--- src/rtl/if_stage_skid_reg.sv ---
// IF->ID elastic pipeline register: DEPTH-entry circular buffer with valid/ready, freeze and flush.
// Optional performance counters are compiled in when IF_REG_PERF_CNT_EN is defined.
module if_stage_skid_reg #(
  parameter int ADDR_W  = 32,
  parameter int INSTR_W = 32,
  parameter int DEPTH   = 2,
  parameter int CNT_W   = 16
) (
  input  logic               clk,
  input  logic               rst,
  input  logic               in_valid,
  output logic               in_ready,
  input  logic [ADDR_W-1:0]  pc_in,
  input  logic [INSTR_W-1:0] instruction_in,
  input  logic               freeze,
  input  logic               flush,
  output logic               out_valid,
  input  logic               out_ready,
  output logic [ADDR_W-1:0]  pc_out,
  output logic [INSTR_W-1:0] instruction_out,
  output logic [2:0]         occupancy,
  output logic [CNT_W-1:0]   stall_cnt,
  output logic [CNT_W-1:0]   flush_cnt
);

  localparam int PTR_W   = (DEPTH > 1) ? $clog2(DEPTH) : 1;
  localparam int ENTRY_W = ADDR_W + INSTR_W;
  localparam logic [2:0]       DEPTH_C  = 3'(DEPTH);
  localparam logic [PTR_W-1:0] LAST_PTR = PTR_W'(DEPTH - 1);

  logic [ENTRY_W-1:0] mem_r [DEPTH];
  logic [PTR_W-1:0]   rd_ptr_r;
  logic [PTR_W-1:0]   wr_ptr_r;
  logic [2:0]         count_r;
  logic               push_s;
  logic               pop_s;
  logic               empty_s;
  logic [ENTRY_W-1:0] head_s;

  function automatic logic [PTR_W-1:0] ptr_inc(input logic [PTR_W-1:0] p);
    return (p == LAST_PTR) ? {PTR_W{1'b0}} : p + PTR_W'(1);
  endfunction

  // Handshake and head presentation; the head reads as a NOP bubble while empty.
  always_comb begin
    empty_s   = (count_r == 3'd0);
    in_ready  = !freeze && !flush && ((count_r < DEPTH_C) || out_ready);
    out_valid = !empty_s && !freeze && !flush;
    push_s    = in_valid && in_ready;
    pop_s     = out_valid && out_ready;
    head_s    = mem_r[rd_ptr_r];
    if (empty_s) begin
      pc_out          = {ADDR_W{1'b0}};
      instruction_out = {INSTR_W{1'b0}};
    end else begin
      pc_out          = head_s[ENTRY_W-1:INSTR_W];
      instruction_out = head_s[INSTR_W-1:0];
    end
  end

  assign occupancy = count_r;

  // Buffer storage, pointers and fill count; freeze needs no branch since it gates push/pop.
  always_ff @(posedge clk) begin
    if (!rst) begin
      count_r  <= 3'd0;
      rd_ptr_r <= {PTR_W{1'b0}};
      wr_ptr_r <= {PTR_W{1'b0}};
      for (int i = 0; i < DEPTH; i++) begin
        mem_r[i] <= {ENTRY_W{1'b0}};
      end
    end else if (flush) begin
      count_r  <= 3'd0;
      rd_ptr_r <= {PTR_W{1'b0}};
      wr_ptr_r <= {PTR_W{1'b0}};
    end else begin
      if (push_s) begin
        mem_r[wr_ptr_r] <= {pc_in, instruction_in};
        wr_ptr_r        <= ptr_inc(wr_ptr_r);
      end
      if (pop_s) begin
        rd_ptr_r <= ptr_inc(rd_ptr_r);
      end
      case ({push_s, pop_s})
        2'b10:   count_r <= count_r + 3'd1;
        2'b01:   count_r <= count_r - 3'd1;
        default: count_r <= count_r;
      endcase
    end
  end

`ifdef IF_REG_PERF_CNT_EN
  logic [CNT_W-1:0] stall_cnt_r;
  logic [CNT_W-1:0] flush_cnt_r;
  logic             stall_ev_s;

  assign stall_ev_s = freeze || (out_valid && !out_ready);

  // Saturating stall/flush counters, cleared only by reset.
  always_ff @(posedge clk) begin
    if (!rst) begin
      stall_cnt_r <= {CNT_W{1'b0}};
      flush_cnt_r <= {CNT_W{1'b0}};
    end else begin
      if (stall_ev_s && (stall_cnt_r != {CNT_W{1'b1}})) begin
        stall_cnt_r <= stall_cnt_r + CNT_W'(1);
      end
      if (flush && (flush_cnt_r != {CNT_W{1'b1}})) begin
        flush_cnt_r <= flush_cnt_r + CNT_W'(1);
      end
    end
  end

  assign stall_cnt = stall_cnt_r;
  assign flush_cnt = flush_cnt_r;
`else
  assign stall_cnt = {CNT_W{1'b0}};
  assign flush_cnt = {CNT_W{1'b0}};
`endif

endmodule

--- config.mk ---
export PLATFORM = sky130hd
export DESIGN_NAME = if_stage_skid_reg
export DESIGN_NICKNAME = d
export VERILOG_FILES = /design/src/rtl/if_stage_skid_reg.sv
export SDC_FILE = /design/constraint.sdc
export NUM_CORES = 1
export LEC_CHECK = 0
export CAP_MARGIN = 20
export CELL_PAD_IN_SITES_DETAIL_PLACEMENT = 2
export CELL_PAD_IN_SITES_GLOBAL_PLACEMENT = 2
export CORE_MARGIN = 2
export CORE_UTILIZATION = 25
export CTS_CLUSTER_DIAMETER = 200
export CTS_CLUSTER_SIZE = 25
export DETAILED_ROUTE_END_ITERATION = 8
export PLACE_DENSITY = 0.65
export SLEW_MARGIN = 10
export SYNTH_ARGS = -nofsm -noshare
export SYNTH_HDL_FRONTEND = slang
export SYNTH_SLANG_ARGS = --single-unit
--- constraint.sdc ---
create_clock -name clk -period 13.9 [get_ports clk]
set_input_delay 4.17 -clock clk [delete_from_list [all_inputs] [get_ports clk]]
set_output_delay 4.17 -clock clk [all_outputs]
set_load 0.05 [all_outputs]
Word level (Yosys, flattened, before mapping)
Memories as Yosys holds them, arrays and structs flattened. A register that Yosys moved wholly into a read port is not among the register bits. Index checks and enable logic that the tools add are counted.

Input bits: 70. Flip-flop bits (word level): 5. Word-level logic and storage cells: 41. Memories kept: 1. Output and inout port bits: 101. Bits in latches: 0. Memory bits (read-only): 0. RAM bits: 128.

Magnitude comparators: 1. Add/subtract/negate cells: 4. Divide/modulo/power cells: 0. Muxes and demuxes: 15. Bitwise logic cells: 1. Reduce and logical (&&, ||, !) cells: 14. Eq/ne operators: 2. Shift operators: 0. Multipliers: 0.

Memory list: mem_r (depth 2, width 64, rd ports 1, clocked after memory_dff 1, wr ports 2, line 31) `logic [ENTRY_W-1:0] mem_r [DEPTH];`.

Operator list (count): 32-bit two-way mux (2); 64-bit two-way mux (1); 64-bit OR reduction (1); 1-bit two-way mux (11); 1-bit logical AND (6); 3-bit case mux with 2 select lines (1); 3-bit by 1-bit adder with 3-bit output, second input constant (1); 1-bit zero test (3); 3-bit zero test (1); 3-bit by 2-bit less-than comparator with 1-bit output, second input constant (1); 3-bit by 1-bit subtractor with 3-bit output, second input constant (1); 1-bit adder, second input constant (2); 2-bit by 1-bit == test with 1-bit output, second input constant (1); 2-bit == test, second input constant (1); 2-bit nonzero test (1); 2-bit OR reduction (1); 1-bit logical OR (1); 1-bit NOT (1).

Longest topological paths before layout
Gate-level depths: netlist of run 1.

Depth in word-level cells: 10. Depth in mapped cells: 9. Gate-level depth less buffers: 9.

Worst setup path after synthesis of run 1
No wires, ideal clock.

Path kind: input to register. Start point: input freeze. End point: memory mem_r[0][0] in the netlist's numbering, enable pin. Setup time: 0.574 ns. Required time: 13.326 ns. Buffers on the path: 0. Stages: 3. Arrival: 9.428 ns. Path slack: 3.897 ns. Path through: or3b_4 > or2_2 > o21ai_0.

RTL lines: from (decl) (line 15) `input logic freeze,`; to (decl) (line 31).

Worst setup path in the final report of run 1
Start point: input out_ready. End point: output in_ready.

Cells in the longest elaborated chain, start to end: 2.

RTL lines: from (decl) (line 18) `input logic out_ready,`; 1-bit logical OR (line 47) `in_ready = !freeze && !flush && ((count_r < DEPTH_C) || out_ready);`; 1-bit logical AND (line 47); to (decl) (line 12) `output logic in_ready,`.

Every way passes these cells.

==> results of run 1 <==
[Yosys cell counts]
master and instances:
nor3_4 1, clkbuf_2 6, mux2i_1 64, dfxtp_1 6, buf_4 32, inv_1 4
nor3_1 3, ha_1 1, nor4_4 1, o21ba_2 1, or3_1 2, and2_1 129
or2_2 1, clkbuf_1 5, conb_1 1, nor2_1 68, a21oi_1 4, xor2_1 2
fa_1 1, or3b_4 1, nand2_1 1, o21ai_0 4, buf_6 6, buf_1 3
edfxtp_1 128, nand2b_1 2, a21o_1 1, buf_2 7
[worst paths after layout]
kind                                  start                   endpoint  slack, ns
hold / removal        rd_ptr_r$_SDFFE_PP0P_                  flip-flop       0.53
setup / recovery                  out_ready                   in_ready       3.84
setup reg to reg  occupancy[2]$_SDFFE_PP0P_  mem_r[1][6]$_SDFFCE_PN0P_      11.52
hold reg to reg       rd_ptr_r$_SDFFE_PP0P_                  flip-flop       0.53
[sequential cells by signal, indices dropped and copies added, names as in the netlist, named ones only]
signal and flops:
mem_r 128, occupancy 3, rd_ptr_r 1, wr_ptr_r 1
[critical path, cell delays in order]
cell and delay, ns:
clkdlybuf4s50_1 0.50, o21ba_2 0.22, nor3_1 0.16, clkdlybuf4s50_1 0.84
[layout make-up]
type	count	area (sq um)
inverters	4	15.0
repair buffers	144	1430
clock buffers	18	429
clock inverters	13	133
flip-flops and latches	134	3970
well taps	330	413
diodes	1	2.50
fillers	2659	16500
multi-input cells	319	2060
[power breakdown]
part	internal, mW	leakage [nW]	switching, mW
clock network	0.262	0.270	0.171
registers	0.459	1.39	0.00462
logic	0.0280	1.24	0.0518
[logic make-up (layout without fill, tap and decap cells)]
logic type               count (synthesis)  count (layout)  synth area share
other                                    1              33          0.000596
XOR/XNOR                                 2               2           0.00278
AO/OA/AOI/OAI                           10              10           0.00914
multiplexers                            64              64             0.102
adder cells (fa/ha/maj)                  2               2           0.00517
buffers and inverters                   63             179            0.0664
flip-flops                             134             134             0.630
AND/OR/NAND/NOR                        209             209             0.184
[routing by layer]
layer | GRT usage | wire [um] | vias up
met4 | 0.0434 | 218 | 0
met3 | 0.0308 | 697 | 17
met1 | 0.141 | 6540 | 1994
met2 | 0.223 | 8360 | 102
met5 | 0 | 0 | -
li1 | - | - | 1868
[per-stage QoR]
step	hold WS [ns]	instance area, sq um	util	instances
after detailed placement	0.512	7880	0.316	931
after global routing	0.570	8440	0.338	962
after global placement	0.491	7880	0.316	931
after floorplan	0.480	6410	-	516
after CTS	0.528	8440	0.338	962
final	0.528	8440	0.338	963
==> results_dict.tcl, run 1 <==
set metrics [dict create \
    criticalPathCategory "primary input to output pin" \
    final_cell_mix "clkdlybuf4s50_1, and2_1, edfxtp_1" \
    grt_pass1_wl_mm 24.4 \
    pre_cts_ws_ns 3.85 \
    worstSetupStartpointType "primary input" \
    synth_top_area_frac 0.611 \
    timing.fmax_ghz 0.0994 \
    final_max_slew_viol_count 0 \
    status "finished, final reports clean" \
    dp_hpwl_mm 9.73 \
    worst_pin_slew_ns 0.969 \
    gp_congestion 0.682 \
    finalWorstSetupSlack_ns 3.84 \
    syn_area_per_cell_sq_um 13.0 \
    root_buffer "clkbuf_16" \
    syn_to_final_growth_pct 34.1 \
    die-area_sq_mm 0.0265 \
    synth_seq_area_share 0.630 \
    reg2regPathDepth 4 \
    cts_buffers 17 \
    port_buffers 138 \
    finalHoldViolCount 0 \
    wire_per_inst_um 16.4 \
    via_per_inst 4.13 \
    period_needed_ns 10.06 \
    mostFrequentLayoutCell "clkdlybuf4s50_1" \
    fin_setup_tns_ns 0 \
    postCtsSetupBuffers 0 \
    max_cap_violations 0 \
    synth_cell_types 28 \
    ir_drop_mv 0.0683 \
    ios 171 \
    synth_area_leader_cell "edfxtp_1" \
    dr.pass1.iters 4 \
    antenna_left 0 \
    hold_class "flip-flop to flip-flop" \
    fin_crit_sh 0.724 \
    rows 58 \
    drtIter0Drc 100 \
    power_leakage_nw 2.90 \
    arrival_ns 5.89 \
    drive_gt1_frac 0.0696 \
    grt_usage 0.123 \
    cts_resized 0 \
    setup_viol 0 \
    core_area_sq_mm 0.0250 \
    yosysWarnings 0 \
    grt_pass1_vias 4453 \
    cp-end-kind "output pin" \
    nets 692 \
    drc_errors 0 \
    gr-total-overflow 0 \
    ys_seq_elements 134 \
    wl_mm 15.8 \
    holdBufCountCts 0 \
    hold_path_depth 2 \
    relSlewSlack 0.354 \
    die_x_um 163 \
    synthCells 485 \
    die-height_um 163 \
    antenna_found_initial 1 \
    clk_pin_slew_ns 0.06 \
    grt_max_degree 67 \
    rsz0062_at_grt "false" \
    synth_area_sq_mm 0.00629 \
    cts_sinks 134 \
    start_util 0.252 \
    clk_latency_ns 0.42 \
    critPathRequiredTime_ns 9.73 \
    via_count 3981 \
    cp_max_fo 4 \
    synth_area_leaders "edfxtp_1, and2_1, mux2i_1" \
    total_power_uw 976 \
    cts_tree "done" \
    powerDensity_mw_per_mm2 116 \
    h-tree-depth 4 \
    clock-skew-final_ns 0.00778 \
    clockBufferDepth 2 \
]
Power figures use the tool's default switching activity.
==> run 2: changes to the inputs <==
clock period = 10.3 ns   (was 13.9 ns; I/O delays follow)
==> results_dict.tcl, run 2 (synthesis gave the netlist of run 1 again) <==
set metrics [dict create \
    status "finished, final reports clean" \
    cts_sinks 134 \
    start_util 0.252 \
    ios 171 \
    die_x_um 163 \
    die-area_sq_mm 0.0265 \
    r2r_slack_ns 7.97 \
    gr-total-overflow 0 \
    reg2regPathDepth 4 \
    clk_pin_slew_ns 0.06 \
    criticalPathCategory "primary input to output pin" \
    cp-end-kind "output pin" \
    antenna_left 0 \
    worstReg2RegEnd "mem_r[1][6]$_SDFFCE_PN0P_" \
    worst_pin_slew_ns 0.971 \
    holdBufCountCts 0 \
    nets 692 \
    mostFrequentLayoutCell "clkdlybuf4s50_1" \
    fin_setup_tns_ns 0 \
    port_buffers 138 \
    min_from "rd_ptr_r$_SDFFE_PP0P_" \
    via_count 4003 \
    wl_mm 16.0 \
    h-tree-depth 4 \
    cp_top_family "buffers and inverters" \
    hold_path_depth 2 \
    rsz0062_at_grt "false" \
    root_buffer "clkbuf_16" \
    grt_usage 0.126 \
    cpPeakStageDelay_ns 0.86 \
    cts_buffers 17 \
    period_needed_ns 7.96 \
    clk_latency_ns 0.41 \
    dr.pass1.iters 4 \
    drtIter0Drc 149 \
    postCtsSetupBuffers 0 \
    regMostFlops "mem_r" \
    timing.fmax_ghz 0.126 \
    arrival_ns 4.87 \
    largest_reg_flops 128 \
    whs_ns 0.524 \
    wire_per_inst_um 16.6 \
    clockBufferDepth 2 \
    critPathMostFrequentCell "clkdlybuf4s50_1" \
    ir_drop_mv 0.0895 \
    crit_path_cell_trace "clkdlybuf4s50_1 -> o21ba_2 -> nor3_1 -> clkdlybuf4s50_1" \
    final_max_slew_viol_count 0 \
    timing.critical_path.buf_inv 2 \
    powerDensity_mw_per_mm2 157 \
    relSlewSlack 0.352 \
    rows 58 \
    drc_errors 0 \
    cts_resized 0 \
    cts_tree "done" \
    die-height_um 163 \
    dp_hpwl_mm 9.80 \
    r2r_start "occupancy[2]$_SDFFE_PP0P_" \
    grt_pass1_wl_mm 25.1 \
    via_per_inst 4.15 \
    worstSetupStartpointType "primary input" \
    clock-skew-final_ns 0.00686 \
    setup_viol 0 \
    hold_class "flip-flop to flip-flop" \
    final_cell_mix "clkdlybuf4s50_1, and2_1, edfxtp_1" \
    critPathRequiredTime_ns 7.21 \
    finalHoldViolCount 0 \
    syn_to_final_growth_pct 34.3 \
    core_area_sq_mm 0.0250 \
    fin_crit_sh 0.773 \
    grt_max_degree 67 \
    cp_max_fo 4 \
    power_leakage_nw 2.90 \
    max_cap_violations 0 \
    cp_slowest_cell "clkdlybuf4s50_1" \
    grt_pass1_vias 4563 \
    gp_congestion 0.664 \
    drive_gt1_frac 0.0727 \
    antenna_found_initial 1 \
    startpoint "out_ready" \
]
-- run 2: how the worst max path moves through the flow --
stage                                 to  slack (ns)  cells after the start
2_1_floorplan  mem_r[0][0]$_SDFFCE_PN0P_        1.38                      3
3_3_place_gp                    in_ready        2.39                      4
3_5_place_dp                    in_ready        2.29                      4
4_1_cts                         in_ready        2.28                      4
5_1_grt                         in_ready        2.25                      4
6_report                        in_ready        2.34                      4
-- run 2: layout make-up --
cell class	count	area [sq um]
timing repair buffer	144	1430
clock inverter	15	145
antenna	1	2.50
clock buffer	17	425
tap	330	413
sequential	134	3970
inverter	4	15.0
fill	2648	16500
multi-input combinational	319	2060
-- run 2: power by group --
group / internal, mW / leakage (nW) / switching [mW]
combinational: 0.0378 / 1.24 / 0.0701
clock: 0.338 / 0.273 / 0.252
sequential: 0.619 / 1.39 / 0.00637
-- run 2: worst min-delay path, delay by kind of cell, from the launching register on --
family	cells	cell delay, ns
compound gates	2	0.18
flops	1	0.31
-- run 2: through the flow --
| stage | utilization | cells | area [sq um] | power (mW) | setup slack, ns |
|---|---|---|---|---|---|
| 6_report | 0.339 | 964 | 8450 | 1.32 | 2.34 |
| 4_1_cts | 0.338 | 963 | 8450 | 1.34 | 2.28 |
| 3_3_place_gp | 0.316 | 931 | 7880 | 0.743 | 2.39 |
| 5_1_grt | 0.338 | 963 | 8450 | 1.38 | 2.25 |
| 2_1_floorplan | - | 516 | 6410 | 0.710 | 1.38 |
| 3_5_place_dp | 0.316 | 931 | 7880 | 0.747 | 2.29 |
-- run 2: per-layer routing --
metal / share of wire / vias to the layer above / GRT usage / wire [um]
met5: 0 / - / 0 / 0
met4: 0.0094 / 0 / 0.0386 / 151
met3: 0.049 / 8 / 0.0377 / 781
met2: 0.53 / 100 / 0.227 / 8490
met1: 0.41 / 2028 / 0.144 / 6600
li1: - / 1867 / - / -
